<file path="config.mk">
export PLATFORM = sky130hd
export DESIGN_NAME = adaptive_filter_diff_mac_sched
export DESIGN_NICKNAME = d
export VERILOG_FILES = /design/src/rtl/adaptive_filter_diff_mac_sched.sv
export SDC_FILE = /design/constraint.sdc
export NUM_CORES = 1
export LEC_CHECK = 0
export CAP_MARGIN = 15
export CORE_MARGIN = 4
export CORE_UTILIZATION = 64
export DETAILED_ROUTE_END_ITERATION = 6
export PLACE_DENSITY = 0.82
export REMOVE_ABC_BUFFERS = 1
export SLEW_MARGIN = 20
export SYNTH_ARGS = -nofsm -noshare
export SYNTH_HDL_FRONTEND = slang
export SYNTH_SLANG_ARGS = --single-unit
</file>
<file path="constraint.sdc">
create_clock -name clk_i -period 13.3 [get_ports clk_i]
set_clock_uncertainty 0.15 [all_clocks]
set_input_delay 2.66 -clock clk_i [delete_from_list [all_inputs] [get_ports clk_i]]
set_output_delay 2.66 -clock clk_i [all_outputs]
set_load 0.01 [all_outputs]
</file>
<file path="src/rtl/adaptive_filter_diff_mac_sched.sv">
// Time-multiplexed 10-tap antisymmetric FIR differentiator: one pre-subtractor,
// one multiplier and one accumulator walk the 5 coefficient pairs per accepted sample.
module adaptive_filter_diff_mac_sched #(
   parameter int                    IN_WL    = 14,
   parameter int                    COEFF_WL = 9,
   parameter int                    OUT_WL   = 20,
   parameter logic [5*COEFF_WL-1:0] COEFF    = {9'h04C, 9'h038, 9'h1CD, 9'h019, 9'h1FE}
) (
   input  logic              clk_i,
   input  logic              rst_n_i,
   input  logic              flush_i,
   input  logic              in_valid_i,
   output logic              in_ready_o,
   input  logic [IN_WL-1:0]  in_data_i,
   output logic              out_valid_o,
   input  logic              out_ready_i,
   output logic [OUT_WL-1:0] out_data_o,
   output logic              out_sat_o
);

   localparam int NTAPS   = 10;
   localparam int NPAIR   = NTAPS / 2;
   localparam int DIFF_WL = IN_WL + 1;
   localparam int PROD_WL = DIFF_WL + COEFF_WL;
   localparam int ACC_WL  = PROD_WL + $clog2(NPAIR);
   localparam int HI_WL   = ACC_WL - OUT_WL + 1;

   typedef enum logic [1:0] {S_IDLE, S_MAC, S_OUT} state_t;

   state_t                   state_q, state_d;
   logic [2:0]               k_q;
   logic                     rdy_en_q;
   logic signed [IN_WL-1:0]  d_q [NTAPS];
   logic signed [ACC_WL-1:0] acc_q;
   logic                     out_valid_q, out_sat_q;
   logic [OUT_WL-1:0]        out_data_q;

   logic                     accept, mac_en, last_mac;
   logic [3:0]               idx_a, idx_b;
   logic signed [IN_WL-1:0]  tap_a, tap_b;
   logic signed [COEFF_WL-1:0] coef_tab [NPAIR];
   logic signed [COEFF_WL-1:0] coef;
   logic signed [DIFF_WL-1:0]  diff;
   logic signed [PROD_WL-1:0]  prod;
   logic signed [ACC_WL-1:0]   acc_sum, sh;
   logic [HI_WL-1:0]           hi;
   logic                       ovf;
   logic [OUT_WL-1:0]          res;

   for (genvar g = 0; g < NPAIR; g++) begin : g_coef
      assign coef_tab[g] = COEFF[g*COEFF_WL +: COEFF_WL];
   end

   // FSM: state register
   always_ff @(posedge clk_i) begin
      if (!rst_n_i) state_q <= S_IDLE;
      else          state_q <= state_d;
   end

   // FSM: next state; flush overrides every transition
   always_comb begin
      state_d = state_q;
      if (flush_i) begin
         state_d = S_IDLE;
      end else begin
         case (state_q)
            S_IDLE:  if (accept)      state_d = S_MAC;
            S_MAC:   if (last_mac)    state_d = S_OUT;
            S_OUT:   if (out_ready_i) state_d = S_IDLE;
            default:                  state_d = S_IDLE;
         endcase
      end
   end

   // FSM: outputs / datapath enables
   always_comb begin
      in_ready_o = (state_q == S_IDLE) && rdy_en_q;
      accept     = in_valid_i && in_ready_o && !flush_i;
      mac_en     = (state_q == S_MAC);
      last_mac   = mac_en && (k_q == 3'(NPAIR-1));
   end

   // Pair k pulls the newest-side tap k and its mirror 9-k.
   always_comb begin
      idx_a   = {1'b0, k_q};
      idx_b   = 4'(NTAPS-1) - idx_a;
      tap_a   = d_q[idx_a];
      tap_b   = d_q[idx_b];
      coef    = coef_tab[k_q];
      diff    = {tap_a[IN_WL-1], tap_a} - {tap_b[IN_WL-1], tap_b};
      prod    = PROD_WL'(diff) * PROD_WL'(coef);
      acc_sum = acc_q + ACC_WL'(prod);
      sh      = acc_sum >>> 1;
      hi      = sh[ACC_WL-1:OUT_WL-1];
      ovf     = !((&hi) || !(|hi));
      if (ovf) res = sh[ACC_WL-1] ? {1'b1, {(OUT_WL-1){1'b0}}} : {1'b0, {(OUT_WL-1){1'b1}}};
      else     res = sh[OUT_WL-1:0];
   end

   always_ff @(posedge clk_i) begin
      if (!rst_n_i) rdy_en_q <= 1'b0;
      else          rdy_en_q <= 1'b1;
   end

   always_ff @(posedge clk_i) begin
      if (!rst_n_i || flush_i) begin
         for (int i = 0; i < NTAPS; i++) d_q[i] <= '0;
         acc_q       <= '0;
         k_q         <= '0;
         out_valid_q <= 1'b0;
         out_data_q  <= '0;
         out_sat_q   <= 1'b0;
      end else begin
         if (accept) begin
            d_q[0] <= in_data_i;
            for (int i = 1; i < NTAPS; i++) d_q[i] <= d_q[i-1];
            acc_q <= '0;
            k_q   <= '0;
         end
         if (mac_en) begin
            acc_q <= acc_sum;
            k_q   <= k_q + 3'd1;
         end
         // Result is registered on the final tap so it holds unchanged under backpressure.
         if (last_mac) begin
            out_valid_q <= 1'b1;
            out_data_q  <= res;
            out_sat_q   <= ovf;
         end else if (out_valid_q && out_ready_i) begin
            out_valid_q <= 1'b0;
         end
      end
   end

   assign out_valid_o = out_valid_q;
   assign out_data_o  = out_data_q;
   assign out_sat_o   = out_sat_q;

endmodule
</file>
======== Word level (Yosys, flattened, before mapping) ========
Memory sizes are Yosys's and may differ from the RTL's. A register that Yosys moved wholly into a read port is not among the register bits.
Index checks and enable logic that the tools add are counted.
storage, ports and cells
  bits of input ports ..................... 19
  output and inout bits ................... 23
  memories ................................ 2
  bits in read-only memories .............. 72
  register bits ........................... 55
  bits in writable memories ............... 140
operators by class
  eq/ne operators ......................... 6
  order comparisons ....................... 1
  add/sub/neg operators ................... 4
  reductions and logical operators ........ 18
  multiply operators ...................... 1
  mux-type cells .......................... 32
  bitwise operators ....................... 12
memory list
  memory            depth  bits a word  rd ports  clocked after Yosys merged registers in  write ports  line  RTL
  d_q               10     14           11        1                                        10           33    logic signed [IN_WL-1:0] d_q [NTAPS];
  (name not given)  8      9            1         0                                        0            89    coef = coef_tab[k_q];
operator list
  cell                 count
  $mux 14              10
  $mux 27              2
  $mux 20              2
  $add 27x24->27       1
  $mul 15x9->24        1
  $mux 9               2
  $sub 14x14->15       1
  $or 1x1->1           10
  $mux 1               8
  $mux 4               2
  $reduce_and 7->1     1
  $reduce_or 7->1      1
  $mux 2               3
  $mux 3               2
  $pmux 2 s3           1
  $logic_and 1x1->1    5
  $ge 4x4->1 const B   1
  $logic_not 1->1      4
  $ne 2x2->1 const B   2
  $not 3->4            1
  $reduce_bool 2->1    2
  $sub 4x3->4 const A  1
  $add 3x1->3 const B  1
  $eq 3x3->1 const B   1
  other kinds (8)      9

======== Depth between registers and ports, before layout ========
Gate-level depths: netlist of run 1.
  depth in word-level cells ............... 10
  gate-level depth with buffers ........... 41

======== Worst setup path before layout of run 1 ========
Ideal clock, no wire load.
  kind .................................... register to register
  start point ............................. register k_q[0]
  end point ............................... register out_data_q[12] (netlist: out_data_o[12])
  arrival ................................. 9.675 ns
  stages on the path, launching flop included .. 38
  setup time .............................. 0.126 ns
  period minus slack after synthesis ...... 9.952 ns
  setup slack ............................. 3.348 ns
  required time ........................... 13.024 ns
  buffers on the path ..................... 4
  path through ............................ dfxtp_1 clkbuf_1 clkbuf_1 mux4_2 a211oi_1 a21oi_1 ha_1 fa_1 nor2b_1 o21ai_0 nand2b_1 a21o_1 a21o_1 a21oi_1 o211ai_1 nand3_1 a31o_2 o21ai_0 [... 2 more ...] fa_1 fa_1 fa_1 inv_1 fa_1 inv_1 ha_1 clkbuf_1 a21oi_1 nand2_1 o311a_1 or4_1 and4_4 or4b_4 o21ba_4 nor2_8 buf_12 a211oi_2
on the way
  word-level cells in the longest chain between the ends .. 10
  elaborated cells between the ends (all ways) .. 17
  those cells by class .................... 3 x add/sub; 1 x mul; 1 x eq/ne; 4 x mux; 1 x bitwise; 5 x reduce/logical; 2 x memory
ends and longest elaborated chain
  element                                                                  line  RTL
  from (decl)                                                              31    logic [2:0] k_q;
  from (signal assigned)                                                   122   k_q <= k_q + 3'd1;
  parallel branches: the longest is 10 deep, another holds $add 27x24->27  -
  to (signal assigned)                                                     127   out_data_q <= res;
  to (decl)                                                                36    logic [OUT_WL-1:0] out_data_q;
Parallel ways; which one is timed is not known. The select of a mux whose other input is x is not followed.
A chain may end at the register's enable or synchronous reset.

======== Worst setup path in the final report of run 1 ========
  start point ............................. register k_q[0]
  end point ............................... register out_data_q[0] (netlist: out_data_o[0])
The elaborated chain is that of the path after synthesis.

==> results of run 1 <==
-- layer usage --
layer	vias up	global-route usage, %
met5	-	0
met4	0	8.20
met2	409	44.2
met1	5255	35.1
li1	4804	-
met3	71	4.74
-- layout by cell type, fill, tap and decap left out, types with 3 or more instances in the layout --
master and instances:
clkinv_8 6, nand4_1 6, edfxtp_1 140, a21o_1 18, a211oi_2 10, o21ai_0 31
mux2_2 26, nor3b_1 3, a211oi_1 15, nor2b_1 6, and3_1 4, nand2_1 54
ha_1 85, clkdlybuf4s50_1 41, fa_1 141, or2_2 4, a211o_1 3, o21bai_1 3
nor2_1 183, inv_1 169, nand3_1 16, mux2i_1 16, buf_4 12, or3_1 3
o21a_1 6, xnor2_1 20, o211ai_1 5, nand2b_1 6, xor2_1 14, and2_1 144
dfxtp_1 56, a22oi_1 10, a21oi_1 45, clkbuf_16 17, nor3_1 6, mux4_2 56
inv_8 3, a2bb2oi_1 3
-- metrics by stage --
stage               util, %  cell area, sq um  hold WS (ps)  setup WS (ps)
floorplan                 -             15400           304           2560
global placement       68.5             16300           292           3020
detailed placement     68.5             16300           317           2770
CTS                    71.1             16900           329           2610
global route           71.2             16900           352           1920
finish                 71.2             16900           325           2620
-- how the worst max path moves through the flow --
| stage | from | end | slack [ps] | cells past startpoint |
|---|---|---|---|---|
| 6_report | k_q[0] | out_data_o[0] | 2620 | 31 |
| 5_1_grt | k_q[0] | out_data_o[0] | 1920 | 32 |
| 4_1_cts | k_q[0] | out_data_o[0] | 2610 | 31 |
| 3_5_place_dp | k_q[0] | out_data_o[0] | 2770 | 31 |
| 3_3_place_gp | k_q[0] | out_data_o[6] | 3020 | 31 |
| 2_1_floorplan | k_q[0] | out_data_o[0] | 2560 | 34 |
-- cell type report --
| cell class | instances | area share [%] |
|---|---|---|
| Multi-Input combinational cell | 981 | 55.4 |
| Sequential cell | 198 | 31.8 |
| Inverter | 169 | 3.75 |
| Clock inverter | 15 | 1.14 |
| Timing Repair Buffer | 54 | 3.03 |
| Tap cell | 319 | 2.36 |
| Clock buffer | 17 | 2.52 |
-- kinds of logic after synthesis --
group / Yosys count
DFF: 198
muxes: 98
buffers and inverters: 236
AOI/OAI and AO/OA: 175
xor gates and xnor gates: 34
and+or+nand+nor: 448
adders and majority gates: 226
-- worst max-delay path: cells and delay by family (launching register included) --
family / cells / cell delay (ps)
and+or+nand+nor: 8 / 2090
buffers and inverters: 3 / 680
AOI/OAI and AO/OA: 10 / 2270
muxes: 2 / 850
xor gates and xnor gates: 1 / 480
DFF: 1 / 710
adders and majority gates: 7 / 3280
-- flip-flops by register name (all words and copies together) (netlist names), named ones only --
name         flops
acc_q           27
d_q            140
k_q              3
out_data_o      20
out_sat_o        1
out_valid_o      1
rdy_en_q         1
state_q          2
==> results.json, run 1 <==
{
  "startpoint_type": "register",
  "path_max_fanout": 30,
  "r2r_cells": 31,
  "vias": 10500,
  "post-cts-setup-buffer-count": 0,
  "critPathMostFrequentCell": "fa_1",
  "routedWlPerCell_um": 18.9,
  "start_util_pct": 65.8,
  "arrival_ps": 10840,
  "hold_class": "reg -> reg",
  "min_from": "out_data_o[19]",
  "maxCapViolCount": 0,
  "multi_input_area_sq_um": 9370,
  "placed_cells": 1721,
  "synth_area_sq_um": 15600,
  "rsz0062_at_grt": "false",
  "ys_types": 66,
  "die_height_um": 164,
  "r2r_end": "out_data_o[0]",
  "cts_hold_buf": 0,
  "diodes": 0,
  "top_layer_used": "met4",
  "ios": 42,
  "drt_iter0_markers": 958,
  "holdPathEnd": "out_data_o[19]",
  "met2_length_um": 16600,
  "nNetsFinal": 1666,
  "drive_gt1_share_pct": 11.1,
  "slew_viol_final": 0,
  "drt-vias-per-instance": 6.01,
  "grt_pass1_wl_um": 55700,
  "avgSynthCellArea_sq_um": 11.0,
  "synth_cells": 1415,
  "synth_common_cells": "nor2_1 (185), inv_1 (169), and2_1 (144)",
  "cts.path.max_buffers": 2,
  "dp_hpwl_um": 23500,
  "clock_latency_ps": 460,
  "cts_root_buffer": "clkbuf_16",
  "fmax_mhz": 93.7,
  "yosysWarnings": 0,
  "tightest_slew_ps": 1170,
  "synth.most_common_cell": "nor2_1",
  "synthToLayoutAreaGrowth_pct": 8.19,
  "critPathCaptureType": "register",
  "routed_wl_um": 33200,
  "grt-ovfl-total": 0,
  "synth_adder_area_share_pct": 24.9,
  "finalHoldViolations": 0,
  "outcome": "finished, final reports clean",
  "synth_enable_flop_cells": 140,
  "worstReg2RegStart": "k_q[0]",
  "drtPass1Iterations": 5,
  "regToRegSetupSlack_ps": 2620,
  "path_clk_slew_ps": 90,
  "yosysTopAreaCell": "edfxtp_1",
  "synthSimpleGateAreaFrac_pct": 14.3,
  "critPathKind": "reg -> reg",
  "grt_max_degree": 141,
  "synthMuxAreaShare_pct": 11.0,
  "drc": 0,
  "period_minus_slack_ps": 10680,
  "synth_xor_area_share_pct": 1.91,
  "tns_ps": 0,
  "synth_area_leaders": "edfxtp_1 (27%), fa_1 (18%), mux4_2 (8.1%)",
  "synth-compound-area-share_pct": 7.85,
  "rows": 56,
  "ys_seq_area_share_pct": 34.3,
  "setup_viol": 0,
  "whs_path_depth": 2,
  "cts.sinks": 198,
  "ys_ff_latch": 198,
  "ant_nets": 0,
  "critPathSlowestCell": "dfxtp_2",
  "die_area_sq_um": 27000,
  "port_buffers": 41,
  "finalNonFillerCells": 1753,
  "ys_async_sr_fraction_pct": 0,
  "gp_congestion": 0.935,
  "antenna_found_initial": 0,
  "wl_met1_um": 13900,
  "synth_flop_cell": "edfxtp_1",
  "grt_pass1_vias": 11000,
  "cts_tree": "yes",
  "grtUsageTotal_pct": 26.3,
  "max_stage_delay_ps": 710,
  "relSlewSlack_pct": 21.5,
  "fillers": 1648,
  "finalCritPeriodShare_pct": 80.3,
  "wl_met3_um": 1990,
  "fp.dieW_um": 164,
  "synth_top_family_by_area": "adder cells",
  "htree_levels": 4,
  "cts_buffers": 17,
  "coreArea_sq_um": 23800,
  "cp.required_ps": 13460,
  "cts_resized": 0,
  "final-seq-area_sq_um": 5370,
  "synth_top_area_share_pct": 26.9
}
Power of run 1 is not shown: default switching activity piles up to over one toggle a cycle in this logic, so the estimate is an artifact.
==> run 2: changes to the inputs <==
CORE_UTILIZATION = 58   (was 64)
PLACE_DENSITY = 0.79   (was 0.82)
clock period = 9.6 ns   (was 13.3 ns; I/O delays follow)
==> results.json, run 2 (same netlist as run 1, synthesis figures left out) <==
{
  "drc": 0,
  "clock_latency_ps": 450,
  "grt-ovfl-total": 0,
  "critPathMostFrequentCell": "fa_1",
  "die_area_sq_um": 29600,
  "rows": 59,
  "placed_cells": 1768,
  "coreArea_sq_um": 26300,
  "fmax_mhz": 107,
  "htree_levels": 4,
  "layout_commonest_cell": "nor2_1",
  "critPathKind": "reg -> reg",
  "cts.sinks": 198,
  "fin_area_sq_um": 17600,
  "routed_wl_um": 34200,
  "routedWlPerCell_um": 18.8,
  "worstReg2RegStart": "k_q[0]",
  "cts_tree": "yes",
  "final_cell_mix": "nor2_1 (179), inv_1 (166), and2_1 (144), edfxtp_1 (140), fa_1 (137)",
  "ios": 42,
  "cts.path.max_buffers": 2,
  "drive_gt1_share_pct": 16.9,
  "path_max_fanout": 7,
  "whs_path_depth": 2,
  "period_minus_slack_ps": 9330,
  "postPlaceCellArea_sq_um": 16500,
  "nNetsFinal": 1723,
  "cts_buffers": 17,
  "grt_pass1_vias": 11100,
  "tightest_slew_ps": 944,
  "drt_iter0_markers": 1016,
  "utilization_pct": 67.0,
  "max_stage_delay_ps": 530,
  "maxCapViolCount": 0,
  "relSlewSlack_pct": 37.1,
  "finalNonFillerCells": 1826,
  "cp_top_family": "adder cells",
  "multi_input_area_sq_um": 9520,
  "holdPathEnd": "out_valid_o",
  "startpoint_type": "register",
  "port_buffers": 41,
  "grt_pass1_wl_um": 56400,
  "setup_viol": 0,
  "final-seq-area_sq_um": 5380,
  "slew_viol_final": 0,
  "drt-vias-per-instance": 5.85,
  "drtPass1Iterations": 5,
  "start_util_pct": 59.4,
  "dp_hpwl_um": 24000,
  "critPathCaptureType": "register",
  "critPathSlowestCell": "fa_1",
  "cp.required_ps": 9750,
  "top_register": "d_q",
  "hold_class": "reg -> reg",
  "regToRegSetupSlack_ps": 270,
  "grt_max_degree": 109,
  "fp.dieW_um": 172,
  "min_from": "out_valid_o",
  "ant_nets": 0,
  "antenna_found_initial": 0,
  "grtUsageTotal_pct": 23.9,
  "die_height_um": 172,
  "synthToLayoutAreaGrowth_pct": 12.7,
  "fillers": 1885,
  "outcome": "finished, final reports clean",
  "arrival_ps": 9480,
  "r2r_end": "out_data_o[13]",
  "largest_register_ffs": 140,
  "vias": 10700,
  "path_clk_slew_ps": 80,
  "r2r_cells": 38,
  "finalHoldViolations": 0,
  "fin_hold_ws_ps": 325,
  "path_buf_inv": 6,
  "gp_congestion": 0.931,
  "cts_root_buffer": "clkbuf_16",
  "finalCritPeriodShare_pct": 97.1,
  "diodes": 0
}
[run 2: how the worst max path moves through the flow]
stage | start | end | depth (start not counted)
6_report | k_q[0] | out_data_o[13] | 38
4_1_cts | k_q[1] | out_data_o[2] | 34
3_5_place_dp | k_q[0] | out_data_o[2] | 36
5_1_grt | k_q[0] | out_data_o[13] | 38
3_3_place_gp | k_q[0] | out_data_o[6] | 36
2_1_floorplan | k_q[0] | out_data_o[0] | 34
[run 2: cell type report]
| class | count | area share, % |
|---|---|---|
| inverters | 169 | 3.63 |
| well taps | 335 | 2.38 |
| flip-flops and latches | 198 | 30.5 |
| clock inverters | 15 | 0.981 |
| repair buffers | 111 | 6.00 |
| clock buffers | 17 | 2.42 |
| multi-input cells | 981 | 54.1 |
[run 2: repair_timing]
item,4_1_cts,5_1_grt
pin swaps,5,34
setup endpoints to repair,20,20
setup buffers,2,21
hold buffers,0,0
resized for setup,8,56
cloned,0,3
[run 2: per-stage QoR]
step	TNS, ps	setup WS, ps
after floorplan	-23250	-1140
after global placement	0	24.7
after detailed placement	-4460	-260
after CTS	0	10.3
after global routing	-1990	-134
final	0	274
[run 2: worst min-delay path, cell delays in order (launching register included)]
cell      delay [ps]
dfxtp_1          310
nand2b_1          60
a21oi_1           60
[run 2: per-layer routing]
| layer | global-route usage, % | wire length [um] |
|---|---|---|
| met2 | 39.6 | 16800 |
| met1 | 33.0 | 14600 |
| met3 | 3.68 | 1800 |
| met5 | 0 | 0 |
| met4 | 7.66 | 1050 |
Power of run 2 is left out for the same reason.
==> run 3: changes to the inputs <==
clock period = 7.75 ns   (was 9.6 ns; I/O delays follow)
==> results.json, run 3 (same netlist as run 1, synthesis figures left out) <==
{
  "largest_register_ffs": 140,
  "drt_iter0_markers": 1087,
  "setup_viol": 36,
  "clock_latency_ps": 450,
  "critPathSlowestCell": "mux4_2",
  "grtUsageTotal_pct": 27.7,
  "ant_nets": 0,
  "htree_levels": 4,
  "diodes": 0,
  "cts.path.max_buffers": 2,
  "cts_root_buffer": "clkbuf_16",
  "synthToLayoutAreaGrowth_pct": 29.6,
  "finalHoldViolations": 0,
  "critPathCaptureType": "register",
  "relSlewSlack_pct": 29.9,
  "port_buffers": 41,
  "top_register": "d_q",
  "rsz0062_at_grt": "true",
  "grt_max_degree": 141,
  "fillers": 1523,
  "drtPass1Iterations": 5,
  "arrival_ps": 9410,
  "dp_hpwl_um": 26600,
  "maxCapViolCount": 0,
  "rows": 59,
  "gp_congestion": 0.930,
  "violations": "negative setup slack",
  "die_area_sq_um": 29600,
  "layout_commonest_cell": "buf_4",
  "antenna_found_initial": 0,
  "grt-ovfl-total": 0,
  "cts.sinks": 198,
  "drive_gt1_share_pct": 33.5,
  "vias": 12000,
  "postLayoutSetupSlackWorst_ps": -1500,
  "ios": 42,
  "routedWlPerCell_um": 19.8,
  "cp_top_family": "adder cells",
  "routed_wl_um": 41100,
  "path_buf_inv": 11,
  "fp.dieW_um": 172,
  "cts_hold_buf": 0,
  "place_ws_ps": -1780,
  "cp.required_ps": 7920,
  "max_stage_delay_ps": 500,
  "drt-vias-per-instance": 5.79,
  "finalCritPeriodShare_pct": 119,
  "drc": 0,
  "outcome": "complete, but fails checks",
  "cts_tree": "yes",
  "path_max_fanout": 6,
  "grt_pass1_vias": 12800,
  "tns_ps": -38730,
  "final_cell_mix": "buf_4 (286), nor2_1 (170), inv_1 (158), and2_1 (142), edfxtp_1 (140)",
  "startpoint_type": "register",
  "hold_class": "reg -> reg",
  "die_height_um": 172,
  "coreArea_sq_um": 26300,
  "nNetsFinal": 1974,
  "path_clk_slew_ps": 80,
  "period_minus_slack_ps": 9250,
  "start_util_pct": 59.4,
  "grt_pass1_wl_um": 64700,
  "slew_viol_final": 0,
  "critPathKind": "reg -> reg",
  "tightest_slew_ps": 1050,
  "fmax_mhz": 108,
  "cts_buffers": 17
}
run 3: path summary, 6_finish.rpt:
kind                     to  slack, ps            from  depth (start not counted)
max          out_data_o[13]      -1500          k_q[0]                         43
min          out_data_o[19]        320  out_data_o[19]                          2
max reg2reg  out_data_o[13]      -1500          k_q[0]                         43
min reg2reg  out_data_o[19]        320  out_data_o[19]                          2
run 3: what timing repair did:
item | CTS | global route
pin swaps | 89 | 87
setup buffers | 33 | 29
gates resized for setup | 128 | 78
gates cloned | 2 | 1
setup endpoints to repair | 40 | 40
run 3: cell type report:
| cell class | count | area (sq um) | area share (%) |
|---|---|---|---|
| Inverter | 169 | 634 | 3.13 |
| Tap cell | 335 | 419 | 2.07 |
| Clock inverter | 12 | 161 | 0.797 |
| Multi-Input combinational cell | 981 | 10200 | 50.1 |
| Sequential cell | 198 | 5370 | 26.5 |
| Clock buffer | 20 | 437 | 2.16 |
| Timing Repair Buffer | 362 | 3070 | 15.2 |
run 3: stage by stage:
stage	hold slack, ps	util, %	area [sq um]	cells
finish	317	77.0	20200	2077
floorplan	304	-	15400	1348
global placement	296	69.3	18200	1984
CTS	315	75.0	19700	2050
detailed placement	304	69.3	18200	1984
global route	339	77.0	20200	2077
run 3: routing by layer:
layer  up-vias  part of all wire [%]  global-route usage, %  routed length [um]
met5         -                     0                      0                   0
met4         0                   3.4                   10.4                1390
met3       124                   5.7                   4.92                2350
met2       503                    51                   47.8               21000
met1      5967                    40                   35.2               16300
li1       5422                     -                      -                   -
run 3: worst register-to-register path: cells and delay by family (launching register included):
kind / cells / cell delay [ps]
compound gates: 14 / 1920
fa+ha+maj: 8 / 3240
buf+inv: 11 / 1360
flops: 1 / 380
mux: 2 / 630
simple gates: 8 / 1460
Power of run 3 is left out for the same reason.
